$ cat config.mk
export PLATFORM = sky130hd
export DESIGN_NAME = arf070b144e1r1w0cbbeheaa4acw_bist_addr_seq
export DESIGN_NICKNAME = d
export VERILOG_FILES = /design/src/rtl/arf070b144e1r1w0cbbeheaa4acw_bist_addr_seq.sv
export SDC_FILE = /design/constraint.sdc
export NUM_CORES = 1
export LEC_CHECK = 0
export BUFFER_PORTS_ARGS = -buffer_cell sky130_fd_sc_hd__buf_2
export CAP_MARGIN = 10
export CORE_AREA = 2 2 74 129
export CTS_CLUSTER_DIAMETER = 200
export DETAILED_ROUTE_END_ITERATION = 16
export DIE_AREA = 0 0 76 131
export PLACE_DENSITY_LB_ADDON = 0.15
export SYNTH_ARGS = -nofsm -noshare
export SYNTH_HDL_FRONTEND = slang
export SYNTH_SLANG_ARGS = --single-unit
$ cat constraint.sdc
create_clock -name clk -period 1.8 [get_ports clk]
set_input_delay 0.18 -clock clk [delete_from_list [all_inputs] [get_ports clk]]
set_output_delay 0.18 -clock clk [all_outputs]
set_load 0.005 [all_outputs]
$ cat src/rtl/arf070b144e1r1w0cbbeheaa4acw_bist_addr_seq.sv
// BIST address sequencer: walks the word address up/down over NUM_PASS march passes with a flopped one-hot wordline select.
// Optional one-hot checker enabled by defining ARF070B144E1R1W0CBBEHEAA4ACW_BIST_ONEHOT_CHK_EN.
module arf070b144e1r1w0cbbeheaa4acw_bist_addr_seq #(
   parameter int DEPTH      = 70,
   parameter int NUM_PASS   = 1,
   parameter int ALT_DIR    = 1,
   parameter int ADDR_WIDTH = $clog2(DEPTH),
   parameter int PASS_WIDTH = $clog2(NUM_PASS + 1)
) (
   input  logic                  clk,
   input  logic                  rst,
   input  logic                  start,
   input  logic                  dir,
   input  logic                  adv,
   input  logic                  abort,
   output logic [ADDR_WIDTH-1:0] addr,
   output logic [DEPTH-1:0]      wl_sel,
   output logic                  sel_vld,
   output logic                  cur_dir,
   output logic [PASS_WIDTH-1:0] pass_idx,
   output logic                  busy,
   output logic                  done,
   output logic                  onehot_err
);

   typedef enum logic [1:0] {
      S_IDLE,
      S_RUN,
      S_DONE
   } state_e;

   localparam logic [ADDR_WIDTH-1:0] ADDR_LAST = ADDR_WIDTH'(DEPTH - 1);
   localparam logic [DEPTH-1:0]      WL_FIRST  = DEPTH'(1);
   localparam logic [DEPTH-1:0]      WL_LAST   = WL_FIRST << (DEPTH - 1);
   localparam logic [PASS_WIDTH-1:0] PASS_LAST = PASS_WIDTH'(NUM_PASS - 1);

   state_e                  state_q;
   logic [ADDR_WIDTH-1:0]   addr_q;
   logic [DEPTH-1:0]        wl_sel_q;
   logic                    sel_vld_q;
   logic                    cur_dir_q;
   logic [PASS_WIDTH-1:0]   pass_idx_q;
   logic                    busy_q;
   logic                    done_q;

   logic                    pass_end_d;
   logic                    last_pass_d;
   logic                    nxt_dir_d;
   logic [ADDR_WIDTH-1:0]   reload_addr_d;
   logic [DEPTH-1:0]        reload_wl_d;

   always_comb begin
      pass_end_d    = cur_dir_q ? (addr_q == '0) : (addr_q == ADDR_LAST);
      last_pass_d   = (pass_idx_q == PASS_LAST);
      nxt_dir_d     = (ALT_DIR != 0) ? ~cur_dir_q : cur_dir_q;
      reload_addr_d = nxt_dir_d ? ADDR_LAST : '0;
      reload_wl_d   = nxt_dir_d ? WL_LAST : WL_FIRST;
   end

   // wl_sel is shifted alongside addr rather than decoded, so the select stays a pure flop output.
   always_ff @(posedge clk) begin
      // NOTE: sequential state uses non-blocking assignments only, so every register sees pre-edge values.
      if (rst || abort) begin
         state_q    <= S_IDLE;
         addr_q     <= '0;
         wl_sel_q   <= '0;
         sel_vld_q  <= 1'b0;
         cur_dir_q  <= 1'b0;
         pass_idx_q <= '0;
         busy_q     <= 1'b0;
         done_q     <= 1'b0;
      end else begin
         case (state_q)
            S_IDLE: begin
               if (start) begin
                  state_q    <= S_RUN;
                  addr_q     <= dir ? ADDR_LAST : '0;
                  wl_sel_q   <= dir ? WL_LAST : WL_FIRST;
                  sel_vld_q  <= 1'b1;
                  cur_dir_q  <= dir;
                  pass_idx_q <= '0;
                  busy_q     <= 1'b1;
               end
            end
            S_RUN: begin
               if (adv) begin
                  if (!pass_end_d) begin
                     addr_q   <= cur_dir_q ? addr_q - 1'b1 : addr_q + 1'b1;
                     wl_sel_q <= cur_dir_q ? wl_sel_q >> 1 : wl_sel_q << 1;
                  end else if (!last_pass_d) begin
                     pass_idx_q <= pass_idx_q + 1'b1;
                     cur_dir_q  <= nxt_dir_d;
                     addr_q     <= reload_addr_d;
                     wl_sel_q   <= reload_wl_d;
                  end else begin
                     state_q   <= S_DONE;
                     wl_sel_q  <= '0;
                     sel_vld_q <= 1'b0;
                     done_q    <= 1'b1;
                  end
               end
            end
            S_DONE: begin
               state_q <= S_IDLE;
               done_q  <= 1'b0;
               busy_q  <= 1'b0;
            end
            default: state_q <= S_IDLE;
         endcase
      end
   end

`ifdef ARF070B144E1R1W0CBBEHEAA4ACW_BIST_ONEHOT_CHK_EN
   logic onehot_err_q;
   logic wl_onehot_d;
   logic wl_match_d;

   always_comb begin
      wl_onehot_d = (wl_sel_q != '0) && ((wl_sel_q & (wl_sel_q - 1'b1)) == '0);
      wl_match_d  = (wl_sel_q == (WL_FIRST << addr_q));
   end

   // Sticky until rst; abort deliberately leaves the flag alone.
   always_ff @(posedge clk) begin
      if (rst) begin
         onehot_err_q <= 1'b0;
      end else if (sel_vld_q && (!wl_onehot_d || !wl_match_d)) begin
         onehot_err_q <= 1'b1;
      end
   end

   assign onehot_err = onehot_err_q;
`else
   assign onehot_err = 1'b0;
`endif

   assign addr     = addr_q;
   assign wl_sel   = wl_sel_q;
   assign sel_vld  = sel_vld_q;
   assign cur_dir  = cur_dir_q;
   assign pass_idx = pass_idx_q;
   assign busy     = busy_q;
   assign done     = done_q;

endmodule

Word-level counts from Yosys, hierarchy flattened. Index checks and enable logic that the tools add are counted.

Register bits: 84. Word-level logic and storage cells: 77. Bits of input ports: 6. Output and inout bits: 83.

Bitwise gates (word level): 1. Mux-type cells: 42. Reductions and logical operators: 14. Add/sub/neg operators: 3. Equality and inequality tests: 9.

Operator list (number): 70-bit two-way mux (7); 70-bit case mux with 2 select lines (1); 7-bit two-way mux (7); 1-bit two-way mux (16); 4-bit AND reduction (4); 7-bit case mux with 2 select lines (1); 2-bit inequality test, second input constant (5); 1-bit case mux with 2 select lines (5); 5-bit AND reduction (2); 2-bit two-way mux (4); 7-bit by 1-bit adder with 7-bit output, second input constant (1); 7-bit equality test, second input constant (1); 7-bit logical NOT (1); 7-bit by 1-bit subtractor with 7-bit output, second input constant (1); 2-bit nonzero test (3); 2-bit case mux with 2 select lines (1); 3-bit inequality test, second input constant (1); 3-bit AND reduction (1); 2-bit by 1-bit equality test with 1-bit output, second input constant (1); 2-bit equality test, second input constant (1); 2-bit logical NOT (1); 2-bit AND reduction (1); 1-bit adder, second input constant (1); 1-bit logical OR (1); 1-bit inverter (1).

Depth between registers and ports, before layout.
Depth in word-level cells: 5. Depth in mapped cells: 8. Mapped depth without buffers: 7.

Worst setup path after synthesis. No wires, ideal clock.

Path kind: reg2reg. Start: reg cur_dir_q, in the netlist cur_dir. End: reg addr_q[4], in the netlist addr[4]. Clock period less this slack: 1.849 ns. Stages on the path, launching flop included: 9. Setup time: 0.116 ns. Arrival time: 1.733 ns. Setup slack: -0.049 ns. Buffers on the path: 1. Data required time: 1.684 ns. Cell sequence: dfxtp_1 -> buf_2 -> inv_1 -> fa_1 -> nand2b_1 -> nand2b_1 -> a21o_1 -> a21oi_1 -> a31o_2.

Word-level cells in the longest chain between the ends: 4. Elaborated cells on any way between the ends: 7. Classes of those cells: eq/ne: 1; mux: 5; reduce/logical: 1.

Ends and longest elaborated chain: start, declared (line 41) `logic cur_dir_q;`; start signal, assigned (line 80) `cur_dir_q <= dir;`; start signal, assigned (line 92) `cur_dir_q <= nxt_dir_d;`; 7-bit two-way mux or 1-bit two-way mux (tied branches) (line 88, 53); 7-bit two-way mux (line 87) `if (!pass_end_d) begin`; 7-bit two-way mux (line 86) `if (adv) begin`; 7-bit case mux with 2 select lines (line 73) `case (state_q)`; end signal, assigned (line 77) `addr_q <= dir ? ADDR_LAST : '0;`; end signal, assigned (line 88) `addr_q <= cur_dir_q ? addr_q - 1'b1 : addr_q + 1'b1;`; end signal, assigned (line 93) `addr_q <= reload_addr_d;`; end, declared (line 38) `logic [ADDR_WIDTH-1:0] addr_q;`.

Several ways; a longest one is shown, not always the timed one. The select of a mux whose other input is x is not followed. A chain may end at the register's enable or synchronous reset.

Worst setup path in the final report.
Start: reg addr_q[3], in the netlist addr[3]. End: reg wl_sel_q[69], in the netlist wl_sel[69].

Word-level cells in the longest chain between the ends: 5. Elaborated cells on any way between the ends: 6. Classes of those cells: eq/ne: 1; mux: 4; reduce/logical: 1.

Ends and longest elaborated chain: 7-bit equality test or 7-bit logical NOT (tied branches) (line 53) `pass_end_d = cur_dir_q ? (addr_q == '0) : (addr_q == ADDR_LAST);`; 1-bit two-way mux * (line 53); 70-bit two-way mux * (line 87); 70-bit two-way mux * (line 86); 70-bit case mux with 2 select lines * (line 73); end signal, assigned (line 78) `wl_sel_q <= dir ? WL_LAST : WL_FIRST;`; end signal, assigned (line 89) `wl_sel_q <= cur_dir_q ? wl_sel_q >> 1 : wl_sel_q << 1;`; end signal, assigned (line 94) `wl_sel_q <= reload_wl_d;`; end, declared (line 39) `logic [DEPTH-1:0] wl_sel_q;`.

Every way passes the cells marked *; elsewhere a longest branch is shown, timed or not. The select of a mux whose other input is x is not followed.

==> flow_summary.toml <==
[outcome]
status = "complete, no violations"

[timing]
timing.fmax_mhz = 576
slew_headroom_pct = 66.2
period_share_pct = 96.4
rsz0062_at_grt = "true"
period_needed_ns = 1.74
worst_pin_slew_ns = 0.506
setup_violations = 0
worst_clock_skew_ns = 0.00815
hold_violations = 0
tns_ns = 0
final_max_slew_viol_count = 0

[cts]
cts_tree = "built"
clkTransAtPathRegs_ns = 0.06
ctsHtreeMaxLevel = 3
clk_path_buf_depth = 2
worst_skew_pair.late_latency_ns = 0.34
cts_buffers = 9
clock-sinks = 83
cts-root-buf = "clkbuf_16"

[drt]
drcViolationCount = 0
drt_iter0_drc = 137
firstDrtPassIters = 4
vias = 3474
wl_um = 9830
antenna_left = 0
avgRoutedWirePerCell_um = 15.6
post_drt_via_cell_ratio = 5.53

[final_layout]
syn2layout_area_growth_pct = 20.5
layout-drive-gt1-share_pct = 53.5
insertedDiodeCount = 0
fin_nets = 516
multi_input_area_um2 = 2520
fin_area_um2 = 5290
regArea_um2 = 1670
fillers = 811

[die]
die_area_um2 = 9960
std_cell_rows = 46
initial_utilization_pct = 49.2
pin_count = 89
die_x_um = 76
die_y_um = 131
core_area_um2 = 8920

[power_and_ir_drop]
swShare_pct = 22.7
power.internal_mw = 3.08
p_comb_share_pct = 7.1
vdd_drop_max_mv = 0.478
seqPwrFrac_pct = 46.7
power_switching_mw = 0.905
power.density_nw_per_um2 = 754
p_leak_nw = 2.17
power.share.clock_pct = 46.2

[placement]
gp_congestion = 0.883
port_buffers = 86
dpl_cell_area_um2 = 4950
hpwl_um = 6570

[logic_synthesis]
synth.cell_area_um2 = 4390
yosysWarnings = 0
yosysTopAreaCell = "dfxtp_1"
ys_seq_elements = 83
yosysTopAreaCellShare_pct = 37.9
avgSynthCellArea_um2 = 10.4
synthCells = 420
synthDistinctLibCells = 44
yosysSeqAreaShare_pct = 37.9
synthTopCellsByArea = "dfxtp_1, a22oi_2, mux2_2, nor2_1, buf_6"

[global_route]
grt_max_degree = 42
grt_pass1_wl_um = 16100
antenna_found_initial = 0
grt.overflow.total = 0
grt_use_total_pct = 19.9
grt_pass1_vias = 3383

[critical_path]
start_kind = "register"
end_kind = "register"
worstPathRequired_ns = 2.02
path_max_fanout = 5
critPathArrivalTime_ns = 1.95
criticalPathCategory = "reg -> reg"

[hold_path]
hold_class = "in -> reg"

[job]
cap_violations = 0
==> critical path, stage by stage, from the launching register on <==
cell and delay, ns:
dfxtp_1 0.36, or4_1 0.55, or3_1 0.40, a221oi_2 0.23, nor3_1 0.07
==> synth_stat cells, drive strengths merged <==
library cell / instances
nor2: 80
nand2b: 4
a221oi: 1
mux2: 68
or4: 1
nor3: 5
a31o: 1
a21oi: 10
a21o: 4
a31oi: 1
or3: 2
or2: 2
o21ai: 8
o41ai: 2
o22ai: 1
ha: 5
o211ai: 2
inv: 6
xnor2: 2
nand3: 4
nor4: 1
and3: 2
clkbuf: 15
a22oi: 70
buf: 20
dfxtp: 83
conb: 1
mux2i: 2
nor2b: 2
o21bai: 1
fa: 1
or4b: 1
nand2: 6
a211oi: 2
nor4b: 1
a41oi: 1
xor2: 1
and4b: 1
==> routing by layer <==
| metal | up-vias | wire length [µm] | GRT usage (%) | part of all wire [%] |
|---|---|---|---|---|
| li1 | 1691 | - | - | - |
| met1 | 1694 | 4030 | 21.8 | 41 |
| met2 | 75 | 5180 | 36.8 | 53 |
| met3 | 14 | 410 | 4.67 | 4.2 |
| met4 | 0 | 206 | 8.88 | 2.1 |
| met5 | - | 0 | 0 | 0 |
==> placed cells by master (no fill, tap or decap), drive strengths merged, types with 2 or more instances in the layout <==
master  synthesis  layout
a21o            4       4
nand3           4       4
mux2i           2       2
conb            1       2
o211ai          2       2
or2             2       2
nor2b           2       2
and3            2       2
dfxtp          83      83
ha              5       5
inv             6       6
nor3            5       5
or3             2       2
mux2           68      68
xnor2           2       2
clkbuf         15      13
a21oi          10      10
nand2           6       6
a22oi          70      70
nand2b          4       4
a211oi          2       2
nor2           80      80
o41ai           2       2
o21ai           8       8
buf            20     107
==> worst paths after layout <==
check | depth (start not counted) | start | slack [ns] | to
worst min register to register | 2 | busy | 0.46 | busy
worst max-delay path | 4 | addr[3] | 0.06 | wl_sel[69]
worst min-delay path | 3 | dir | 0.15 | cur_dir
worst max register to register | 4 | addr[3] | 0.06 | wl_sel[69]
==> cell type report <==
type | instances | share of cell area [%]
clock buffers | 13 | 4.92
clock inverters | 2 | 0.663
repair buffers | 107 | 11.9
inverters | 6 | 0.426
multi-input cells | 297 | 47.7
flip-flops and latches | 83 | 31.6
well taps | 120 | 2.84
==> power groups by stage <==
stage | sequential [mW] | clock (mW) | combinational [mW]
6_report | 1.86 | 1.84 | 0.284
5_1_grt | 1.86 | 1.95 | 0.309
4_1_cts | 1.86 | 1.89 | 0.279
3_5_place_dp | 1.90 | 0 | 0.279
3_3_place_gp | 1.90 | 0 | 0.278
2_1_floorplan | 1.90 | 0 | 0.205
==> logic make-up (layout without fill, tap and decap cells) <==
logic type / count (synthesis) / after routing / share of synthesized area [%]
AOI/OAI and AO/OA: 104 / 104 / 24.8
buffers and inverters: 41 / 128 / 5.28
xor gates and xnor gates: 3 / 3 / 0.599
DFF: 83 / 83 / 37.9
other: 1 / 2 / 0.0855
adders and majority gates: 6 / 6 / 1.88
and+or+nand+nor: 112 / 112 / 11.6
muxes: 70 / 70 / 17.9
==> registers in the layout (all words and copies together), names as in the netlist <==
name,cells
cur_dir,1
busy,1
done,1
sel_vld,1
state_q,2
wl_sel,70
addr,7
==> stage by stage <==
stage	setup WS [ns]	hold slack [ns]	power (mW)	utilization [%]	instances
after global routing	-0.0133	0.151	4.12	59.3	628
after detailed placement	0.0417	0.445	2.18	55.5	610
after floorplan	0.0734	0.327	2.10	-	421
after CTS	0.0260	0.121	4.03	58.8	625
final	0.0640	0.147	3.99	59.3	628
after global placement	0.0515	0.434	2.18	55.5	610
==> repair_timing <==
| item | CTS | global route |
|---|---|---|
| resized for setup | 0 | 6 |
| buffers inserted | 0 | 3 |
| hold buffers | 0 | 0 |
| endpoints found under the setup margin | 0 | 27 |
Power figures use the tool's default switching activity.
